===== config.mk =====
export PLATFORM = sky130hd
export DESIGN_NAME = rainbow_rotator
export DESIGN_NICKNAME = d
export VERILOG_FILES = /design/src/rtl/rainbow_rotator.sv
export SDC_FILE = /design/constraint.sdc
export NUM_CORES = 1
export LEC_CHECK = 0
export CAP_MARGIN = 5
export CORE_MARGIN = 2
export CORE_UTILIZATION = 56
export CTS_CLUSTER_DIAMETER = 40
export DETAILED_ROUTE_END_ITERATION = 8
export PLACE_DENSITY = 0.79
export SLEW_MARGIN = 10
export SYNTH_ARGS = -nofsm -noshare
export SYNTH_HDL_FRONTEND = slang
export SYNTH_SLANG_ARGS = --single-unit

===== constraint.sdc =====
create_clock -name clk -period 2 [get_ports clk]
set_input_delay 0.2 -clock clk [delete_from_list [all_inputs] [get_ports clk]]
set_output_delay 0.2 -clock clk [all_outputs]
set_load 0.02 [all_outputs]

===== src/rtl/rainbow_rotator.sv =====
// -----------------------------------------------------------------------------
// rainbow_rotator
// Light-pattern sequencer for the Rainbow Lights display. The N_LIGHTS outputs
// advance one position every LIGHT_INTERVAL enabled clocks, either rotating
// (wrap end to end) or bouncing (reflecting at the ends). A new pattern can be
// loaded through a valid/ready handshake at any time after reset.
//
// Ports
//   clk          in   1         system clock, all state on posedge
//   reset        in   1         asynchronous, active-high reset
//   enable       in   1         1 = interval counter advances, 0 = pause
//   dir          in   1         0 = toward higher index, 1 = toward lower index
//   mode         in   1         0 = rotate, 1 = bounce
//   load_valid   in   1         pattern load request
//   load_pattern in   N_LIGHTS  pattern to load
//   load_ready   out  1         a load can be accepted this cycle
//   lights       out  N_LIGHTS  current pattern driven to the LEDs
//   step_pulse   out  1         one-cycle pulse while a freshly stepped pattern shows
//   bounce_dir   out  1         effective bounce direction (0 up, 1 down)
// -----------------------------------------------------------------------------
module rainbow_rotator #(
  parameter int                  N_LIGHTS       = 6,
  parameter int                  LIGHT_INTERVAL = 12_000_000,
  parameter logic [N_LIGHTS-1:0] INIT_PATTERN   = 6'b000111,
  localparam int                 CNT_W          = $clog2(LIGHT_INTERVAL) + 1
) (
  input  logic                clk,
  input  logic                reset,
  input  logic                enable,
  input  logic                dir,
  input  logic                mode,
  input  logic                load_valid,
  input  logic [N_LIGHTS-1:0] load_pattern,
  output logic                load_ready,
  output logic [N_LIGHTS-1:0] lights,
  output logic                step_pulse,
  output logic                bounce_dir
);

  localparam logic [CNT_W-1:0] LAST_COUNT = CNT_W'(LIGHT_INTERVAL - 1);
  localparam logic [CNT_W-1:0] COUNT_ONE  = CNT_W'(1);

  logic [CNT_W-1:0]    count;
  logic                mode_q;      // mode seen last cycle, detects the 0->1 edge

  logic                eff_dir;
  logic [N_LIGHTS-1:0] step_lights;
  logic                step_dir;
  logic [N_LIGHTS-1:0] shift_up;
  logic [N_LIGHTS-1:0] shift_down;

  logic                load_accept;
  logic                step_fire;
  logic [CNT_W-1:0]    count_nxt;
  logic [N_LIGHTS-1:0] lights_nxt;
  logic                bdir_nxt;
  logic                pulse_nxt;

  // Candidate pattern and direction if a step were applied this cycle.
  always_comb begin
    shift_up    = {lights[N_LIGHTS-2:0], 1'b0};
    shift_down  = {1'b0, lights[N_LIGHTS-1:1]};
    step_lights = lights;
    step_dir    = dir;
    // On the first bounce-mode cycle bounce_dir still holds last cycle's dir,
    // so the live dir input is the one to latch.
    if (mode_q) begin
      eff_dir = bounce_dir;
    end else begin
      eff_dir = dir;
    end
    if (!mode) begin
      step_dir = dir;
      if (!dir) begin
        step_lights = {lights[N_LIGHTS-2:0], lights[N_LIGHTS-1]};
      end else begin
        step_lights = {lights[0], lights[N_LIGHTS-1:1]};
      end
    end else if (!eff_dir) begin
      if (!lights[N_LIGHTS-1]) begin
        step_dir    = 1'b0;
        step_lights = shift_up;
      end else begin
        // Top end lit: reflect now and move down, unless both ends are lit.
        step_dir = 1'b1;
        if (!lights[0]) begin
          step_lights = shift_down;
        end else begin
          step_lights = lights;
        end
      end
    end else begin
      if (!lights[0]) begin
        step_dir    = 1'b1;
        step_lights = shift_down;
      end else begin
        step_dir = 1'b0;
        if (!lights[N_LIGHTS-1]) begin
          step_lights = shift_up;
        end else begin
          step_lights = lights;
        end
      end
    end
  end

  // Next-state selection: an accepted load overrides a coincident step.
  always_comb begin
    load_accept = load_valid && load_ready;
    step_fire   = enable && (count == LAST_COUNT);
    count_nxt   = count;
    lights_nxt  = lights;
    bdir_nxt    = bounce_dir;
    pulse_nxt   = 1'b0;
    if (load_accept) begin
      count_nxt  = {CNT_W{1'b0}};
      lights_nxt = load_pattern;
      bdir_nxt   = dir;
      pulse_nxt  = 1'b0;
    end else begin
      if (step_fire) begin
        count_nxt = {CNT_W{1'b0}};
      end else if (enable) begin
        count_nxt = count + COUNT_ONE;
      end else begin
        count_nxt = count;
      end
      if (step_fire) begin
        lights_nxt = step_lights;
        bdir_nxt   = step_dir;
        pulse_nxt  = 1'b1;
      end else begin
        lights_nxt = lights;
        bdir_nxt   = mode ? eff_dir : dir;
        pulse_nxt  = 1'b0;
      end
    end
  end

  // State and registered outputs.
  always_ff @(posedge clk or posedge reset) begin
    if (reset) begin
      count      <= {CNT_W{1'b0}};
      lights     <= INIT_PATTERN;
      step_pulse <= 1'b0;
      bounce_dir <= 1'b0;
      load_ready <= 1'b0;
      mode_q     <= 1'b0;
    end else begin
      count      <= count_nxt;
      lights     <= lights_nxt;
      step_pulse <= pulse_nxt;
      bounce_dir <= bdir_nxt;
      load_ready <= 1'b1;
      mode_q     <= mode;
    end
  end

endmodule


# After elaboration in Yosys (flattened, before gate mapping)
# Cells that the tools add are included.
[classes]
add_sub_neg = 1
n_mul = 0
n_div = 0
magnitude_cmp = 0
n_eq_ne = 2
shifts = 0
muxes = 22
n_bitwise = 0
n_reduce_logical = 5
[op_table]
columns = ["cell", "count"]
rows = [
  ["two-way mux 25 bit", 3],
  ["two-way mux 6 bit", 9],
  ["adder 25 x 1 -> 25 bit (second input constant)", 1],
  ["== test 25 x 24 -> 1 bit (second input constant)", 1],
  ["two-way mux 1 bit", 10],
  ["inequality test 4 x 3 -> 1 bit (second input constant)", 1],
  ["nonzero test 3 bit", 1],
  ["logical AND 1 bit", 2],
  ["AND reduction 2 bit", 1],
  ["nonzero test 2 bit", 1],
]
[word_totals]
ff_bits = 35
latch_bits = 0
mem_bits_rw = 0
rom_bits = 0
inputBits = 12
output_inout_bits = 9
mem_count = 0

# Logic depth before layout (Yosys ltp)
# Gate-level depths: netlist (run 1).
[depth]
ltp_word = 6
ltp_mapped = 8

# Worst setup path after synthesis (run 1)
# Ideal clock, no wire load.
[synth_timing]
path_type = "register to register"
startpoint = "register count[13]"
endpoint = "register lights[3]"
t_arrival_ps = 1722
path_slack_ps = 153
stages_incl_launch_ff = 7
synth_period_minus_slack_ps = 1847
path_cell_list = "dfrtp_1 -> or4_4 -> nor2_2 -> and4_1 -> buf_6 -> a21oi_4 -> mux2_4"
[synth_via]
elab_chain_cells = 4
[synth_rtl]
columns = ["item", "line", "rtl"]
rows = [
  ["start, declared", "43", "logic [CNT_W-1:0] count;"],
  ["start signal, assigned", "143", "count <= {CNT_W{1'b0}};"],
  ["start signal, assigned", "150", "count <= count_nxt;"],
  ["== test 25 x 24 -> 1 bit", "110", "step_fire = enable && (count == LAST_COUNT);"],
  ["logical AND 1 bit", "110", ""],
  ["nonzero test 2 bit (no source line)", "n/a", ""],
  ["AND reduction 2 bit (no source line)", "n/a", ""],
  ["end signal, assigned", "151", "lights <= lights_nxt;"],
  ["end, declared", "35", "output logic [N_LIGHTS-1:0] lights,"],
]
# Every way passes these cells.
# A chain may end at the register's enable or synchronous reset.

# Worst setup path after layout (run 1)
[layout_timing]
startpoint = "register count[13]"
endpoint = "register bounce_dir"
[layout_via]
elab_chain_cells = 4
[layout_rtl]
columns = ["item", "line", "rtl"]
rows = [
  ["== test 25 x 24 -> 1 bit", "110", ""],
  ["logical AND 1 bit", "110", ""],
  ["two-way mux 1 bit", "128", "if (step_fire) begin"],
  ["two-way mux 1 bit", "115", "if (load_accept) begin"],
  ["net bdir_nxt", "56", "logic bdir_nxt;"],
  ["end signal, assigned", "153", "bounce_dir <= bdir_nxt;"],
  ["end, declared", "37", "output logic bounce_dir"],
]
# The timed path passes the listed nets, and every way through them passes these cells.

==> reports/metrics.yaml, run 1 <==
outcome: "completed"
drt_iter0_markers: 126
die_w_um: 64.7
io-pin-count: 21
floorplan.rows: 22
clkTransAtPathRegs_ns: 0.08
synth_seq_area_share: 0.427
wl_per_cell_um: 14.9
die_h_um: 64.7
layout.nets: 268
rsz0062_at_grt: "false"
grt_max_degree: 36
fin_tns_setup_ns: 0
synth_seq_cells: 35
drv_slew: 0
final.period_utilization: 0.943
numCtsBuffers: 5
max_freq_ghz: 0.530
crit_required_ns: 2.18
p_per_area_mw_per_mm2: 706
cp_max_fo: 5
most-common-layout-cells: "nor2_1, dfrtp_1, clkdlybuf4s50_1"
gp_congestion: 0.929
hold_violations: 0
syn_area_mm2: 0.00206
synth_top_cell_area_share: 0.388
avgViaCountPerCell: 5.78
cp-end-kind: "register"
clock_sinks: 35
clockBufferDepth: 2
grt_use_total: 0.237
postSynthCellCount: 219
dr.pass1.iters: 4
clk_latency_ns: 0.29
drive_gt1_frac: 0.191
drc: 0
worstPathCellList: "or4_4, nor2_2, and4_2, a21oi_1, o31ai_1"
p_leak_nw: 1.10
met1Wirelength_um: 2090
avgSynthCellArea_um2: 9.42
stdcell_count: 304
worst_path_max_delay_cell: "or4_4"
syn_to_final_growth_pct: 23.5
grt_pass1_wl_um: 7690
coreArea_mm2: 0.00361
cts_tree: "done"
antennaDiodeCount: 0
critPathLaunchType: "register"
place_inst: 296
root_buffer: "clkbuf_8"
yosysUniqueCellTypes: 53
place.port_buffers: 20
ctsHoldBuffers: 0
htree_levels: 2
post-cts-setup-buffers: 0
dp_hpwl_um: 3190
irDropWorstVdd_mv: 0.624
wl_met3_um: 261
grt_pass1_vias: 1683
setup_viol: 0
cp.arrival_ns: 2.06
critPathMaxStageDelay_ns: 0.55
wl_met2_um: 2130
wl_um: 4540
yosysWarnings: 0
dieArea_mm2: 0.00418
critPathKind: "reg2reg"
via_count: 1756
synthesis.nets: 232
postRouteAntennaNets: 0
max_cap_violations: 0
antenna_found_initial: 0
period_minus_slack_ns: 1.89
synth_top_cell_by_area: "dfrtp_1"
post_cts_resized: 0
synth_area_leaders: "dfrtp_1, nor2_1, xor2_1"
layout_commonest_cell: "nor2_1"
skew_ns: 0.0112
top_layer: "met4"
hold_path_class: "in2async"
start_util: 0.572
grt_overflow_total: 0
==> worst max-delay path, delay by kind of cell (launching register included) <==
kind             cells  cell delay, ns
flip-flops           1            0.38
AND/OR/NAND/NOR      3            0.99
AO/OA/AOI/OAI        2            0.39
==> power by group <==
part | switching, mW | total [mW] | internal, mW
clock | 0.261 | 0.665 | 0.403
sequential | 0.0550 | 0.809 | 0.754
combinational | 0.163 | 0.325 | 0.162
total | 0.479 | 1.80 | 1.32
==> cells by family (layout without fill, tap and decap cells) <==
family          after synthesis  count (layout)  synth area share
simple gates                109             109             0.299
flops                        35              35             0.427
compound gates               31              31             0.109
xor+xnor                     19              19            0.0807
buf+inv                      15              52            0.0328
mux                           8               8            0.0449
fa+ha+maj                     1               1           0.00607
other cells                   1               1           0.00182
==> final timing paths <==
path / slack, ns / depth (start not counted) / end / from
max reg2reg: 0.11 / 5 / bounce_dir / count[13]
max: 0.11 / 5 / bounce_dir / count[13]
max in group asynchronous: 1.36 / 3 / lights[2] / reset
min: 0.30 / 3 / lights[4] / reset
min reg2reg: 0.52 / 2 / lights[1] / lights[1]
min in group clk: 0.46 / 3 / lights[1] / load_pattern[1]
==> stage by stage <==
step	power, mW	area, µm²	setup WS, ns	utilization	hold slack (ns)
2_1_floorplan	1.00	2060	0.153	-	0.231
3_3_place_gp	1.14	2420	0.121	0.670	0.513
3_5_place_dp	1.14	2420	0.0927	0.670	0.506
4_1_cts	1.79	2530	0.0812	0.703	0.323
5_1_grt	1.87	2550	0.0434	0.706	0.377
6_report	1.80	2550	0.113	0.706	0.297
==> area by class of cell <==
cell class              instances  area, µm²
multi-input cells             169       1120
fillers                       272       1060
flip-flops and latches         35        881
repair buffers                 39        347
clock buffers                   6       82.6
well taps                      48       60.1
clock inverters                 2       35.0
inverters                       5       18.8
==> state kept, by name, summed over array words and instances, names as in the netlist <==
register / count
lights: 6
load_ready: 1
count: 25
bounce_dir: 1
mode_q: 1
step_pulse: 1
==> cell usage after synthesis (all sizes together) <==
cell / n
nand2: 14
nand3: 16
nor2b: 4
dfrtp: 32
or4: 1
nor4bb: 1
mux2: 4
nand4: 12
nand4bb: 2
xor2: 13
or3: 2
clkbuf: 6
o32a: 1
nor4: 3
dfstp: 3
o2111ai: 2
a211oi: 3
a31o: 1
nand2b: 4
and4: 3
and2: 2
nor2: 33
a31oi: 5
nor4b: 1
nor3: 3
ha: 1
xnor2: 6
buf: 4
o21ai: 3
nand3b: 2
o2bb2ai: 2
o32ai: 1
inv: 5
nor3b: 3
a21boi: 1
a311oi: 1
conb: 1
and3: 3
a21oi: 9
o31ai: 2
mux2i: 4
==> layer usage <==
metal,track usage,vias to the layer above
li1,-,852
met1,0.312,845
met2,0.384,53
met3,0.0677,6
met4,0.0665,0
met5,0,-
Note: power is estimated with default switching activity, not from simulation.
==> inputs of run 2 (changes only) <==
--- a/config.mk
+++ b/config.mk
@@ -7,10 +7,10 @@
 export LEC_CHECK = 0
 export CAP_MARGIN = 5
 export CORE_MARGIN = 2
-export CORE_UTILIZATION = 56
+export CORE_UTILIZATION = 61
 export CTS_CLUSTER_DIAMETER = 40
 export DETAILED_ROUTE_END_ITERATION = 8
-export PLACE_DENSITY = 0.79
+export PLACE_DENSITY = 0.85
 export SLEW_MARGIN = 10
 export SYNTH_ARGS = -nofsm -noshare
 export SYNTH_HDL_FRONTEND = slang
==> constraint.sdc (replaced) <==
create_clock -name clk -period 2.2 [get_ports clk]
set_input_delay 0.22 -clock clk [delete_from_list [all_inputs] [get_ports clk]]
set_output_delay 0.22 -clock clk [all_outputs]
set_load 0.02 [all_outputs]
==> reports/metrics.yaml, run 2 (synthesis results as in run 1) <==
antenna_found_initial: 0  # unchanged
crit_required_ns: 2.47  # was 2.18 ns
layout.nets: 261  # was 268
rsz0062_at_grt: "false"  # unchanged
max_cap_violations: 0  # unchanged
clk_latency_ns: 0.34  # was 0.29 ns
stdcell_count: 295  # was 304
p_clk_frac: 0.246  # was 0.370
place_inst: 287  # was 296
post-cts-setup-buffers: 0  # unchanged
drt_iter0_markers: 191  # was 126
cts_tree: "done"  # unchanged
dieArea_mm2: 0.00386  # was 0.00418 mm²
period_minus_slack_ns: 2.02  # was 1.89 ns
maxSlewHeadroom: 0.630
regMostFlops: "count"  # unchanged
floorplan.rows: 21  # was 22
outcome: "completed"  # unchanged
skew_ns: 0.00760  # was 0.0112 ns
wl_per_cell_um: 16.0  # was 14.9 µm
p_total_mw: 1.35  # was 1.80 mW
dp_hpwl_um: 3380  # was 3190 µm
hold_path_class: "in2async"  # unchanged
grt_pass1_wl_um: 8250  # was 7690 µm
combinationalPowerShare: 0.205  # was 0.181
io-pin-count: 21  # unchanged
tightestPinTransition_ns: 0.552
avgViaCountPerCell: 5.92  # was 5.78
postRouteAntennaNets: 0  # unchanged
wl_um: 4730  # was 4540 µm
reg.largest.list: "count: 25 flops, lights: 6 flops"  # unchanged
hold_violations: 0  # unchanged
root_buffer: "clkbuf_4"  # was clkbuf_8
drc: 0  # unchanged
dpl_worst_slack_ns: 0.156  # was 0.0927 ns
p_sw_frac: 0.298  # was 0.266
die_h_um: 62.1  # was 64.7 µm
post_cts_resized: 0  # unchanged
dr.pass1.iters: 4  # unchanged
clkTransAtPathRegs_ns: 0.10  # was 0.08 ns
setup_viol: 0  # unchanged
max_freq_ghz: 0.495  # was 0.530 GHz
p_per_area_mw_per_mm2: 562  # was 706 mW/mm²
die_w_um: 62.1  # was 64.7 µm
grt_pass1_vias: 1735  # was 1683
clock_sinks: 35  # unchanged
largest_reg_flops: 25  # unchanged
p_int_mw: 0.951  # was 1.32 mW
critPathKind: "reg2reg"  # unchanged
drive_gt1_frac: 0.145  # was 0.191
cp-end-kind: "register"  # unchanged
coreArea_mm2: 0.00328  # was 0.00361 mm²
power_frac_seq: 0.549  # was 0.450
grt_use_total: 0.275  # was 0.237
via_count: 1747  # was 1756
irDropWorstVdd_mv: 0.460  # was 0.624 mV
p_leak_nw: 1.03  # was 1.10 nW
drv_slew: 0  # unchanged
place.port_buffers: 20  # unchanged
numCtsBuffers: 5  # unchanged
gp_congestion: 0.883  # was 0.929
clockBufferDepth: 2  # unchanged
critPathLaunchType: "register"  # unchanged
most-common-layout-cells: "nor2_1, dfrtp_1, clkdlybuf4s50_1"  # unchanged
syn_to_final_growth_pct: 16.9  # was 23.5%
grt_max_degree: 36  # unchanged
fin_tns_setup_ns: 0  # unchanged
start_util: 0.628  # was 0.572
grt_overflow_total: 0  # unchanged
antennaDiodeCount: 0  # unchanged
ctsHoldBuffers: 0  # unchanged
cp_max_fo: 6  # was 5
final.period_utilization: 0.919  # was 0.943
finalWorstSetupSlack_ns: 0.179  # was 0.113 ns
cp.arrival_ns: 2.29  # was 2.06 ns
htree_levels: 2  # unchanged
switchingPower_mw: 0.403  # was 0.479 mW
run 2: cell type report:
class / instances / area, µm²
Inverter: 5 / 18.8
Clock buffer: 8 / 48.8
Fill cell: 244 / 875
Timing Repair Buffer: 32 / 290
Tap cell: 46 / 57.6
Multi-Input combinational cell: 169 / 1110
Sequential cell: 35 / 880
run 2: worst max-delay path, cell delays in order (launching register included):
cell	delay (ns)
dfrtp_1	0.45
or4_4	0.58
nor4_2	0.29
a31o_2	0.31
o21ai_1	0.10
a211oi_2	0.23
run 2: through the flow:
stage	cell area [µm²]	hold WS, ns	util
2_1_floorplan	2060	0.251	-
3_3_place_gp	2360	0.513	0.719
3_5_place_dp	2360	0.524	0.719
4_1_cts	2410	0.277	0.734
5_1_grt	2410	0.306	0.734
6_report	2410	0.255	0.734
run 2: path summary, 6_finish.rpt:
kind / start / end / slack [ns] / depth (start not counted)
max: count[13] / lights[0] / 0.18 / 5
min: reset / count[7] / 0.26 / 3
max reg2reg: count[13] / lights[0] / 0.18 / 5
min reg2reg: lights[1] / lights[1] / 0.54 / 2
max in group asynchronous: reset / lights[1] / 1.60 / 3
min in group clk: load_pattern[5] / lights[5] / 0.44 / 3
run 2: power groups by stage:
| stage | clock [mW] | sequential (mW) | combinational, mW |
|---|---|---|---|
| floorplan | 0 | 0.762 | 0.147 |
| global placement | 0 | 0.754 | 0.272 |
| detailed placement | 0 | 0.754 | 0.278 |
| CTS | 0.340 | 0.743 | 0.279 |
| global route | 0.376 | 0.752 | 0.302 |
| finish | 0.333 | 0.744 | 0.278 |
run 2: metal layers:
layer / global-route usage / vias to the layer above / share of wire
li1: - / 844 / -
met1: 0.351 / 839 / 0.43
met2: 0.444 / 54 / 0.49
met3: 0.0725 / 10 / 0.062
met4: 0.119 / 0 / 0.022
met5: 0 / - / 0
==> inputs of run 3 (changes only) <==
--- a/config.mk
+++ b/config.mk
@@ -11,6 +11,7 @@
 export CTS_CLUSTER_DIAMETER = 40
 export DETAILED_ROUTE_END_ITERATION = 8
 export PLACE_DENSITY = 0.85
+export SKIP_CTS_REPAIR_TIMING = 1
 export SLEW_MARGIN = 10
 export SYNTH_ARGS = -nofsm -noshare
 export SYNTH_HDL_FRONTEND = slang
==> results of run 3 <==
The final DEF is identical to that of run 2; final timing and power are the same.
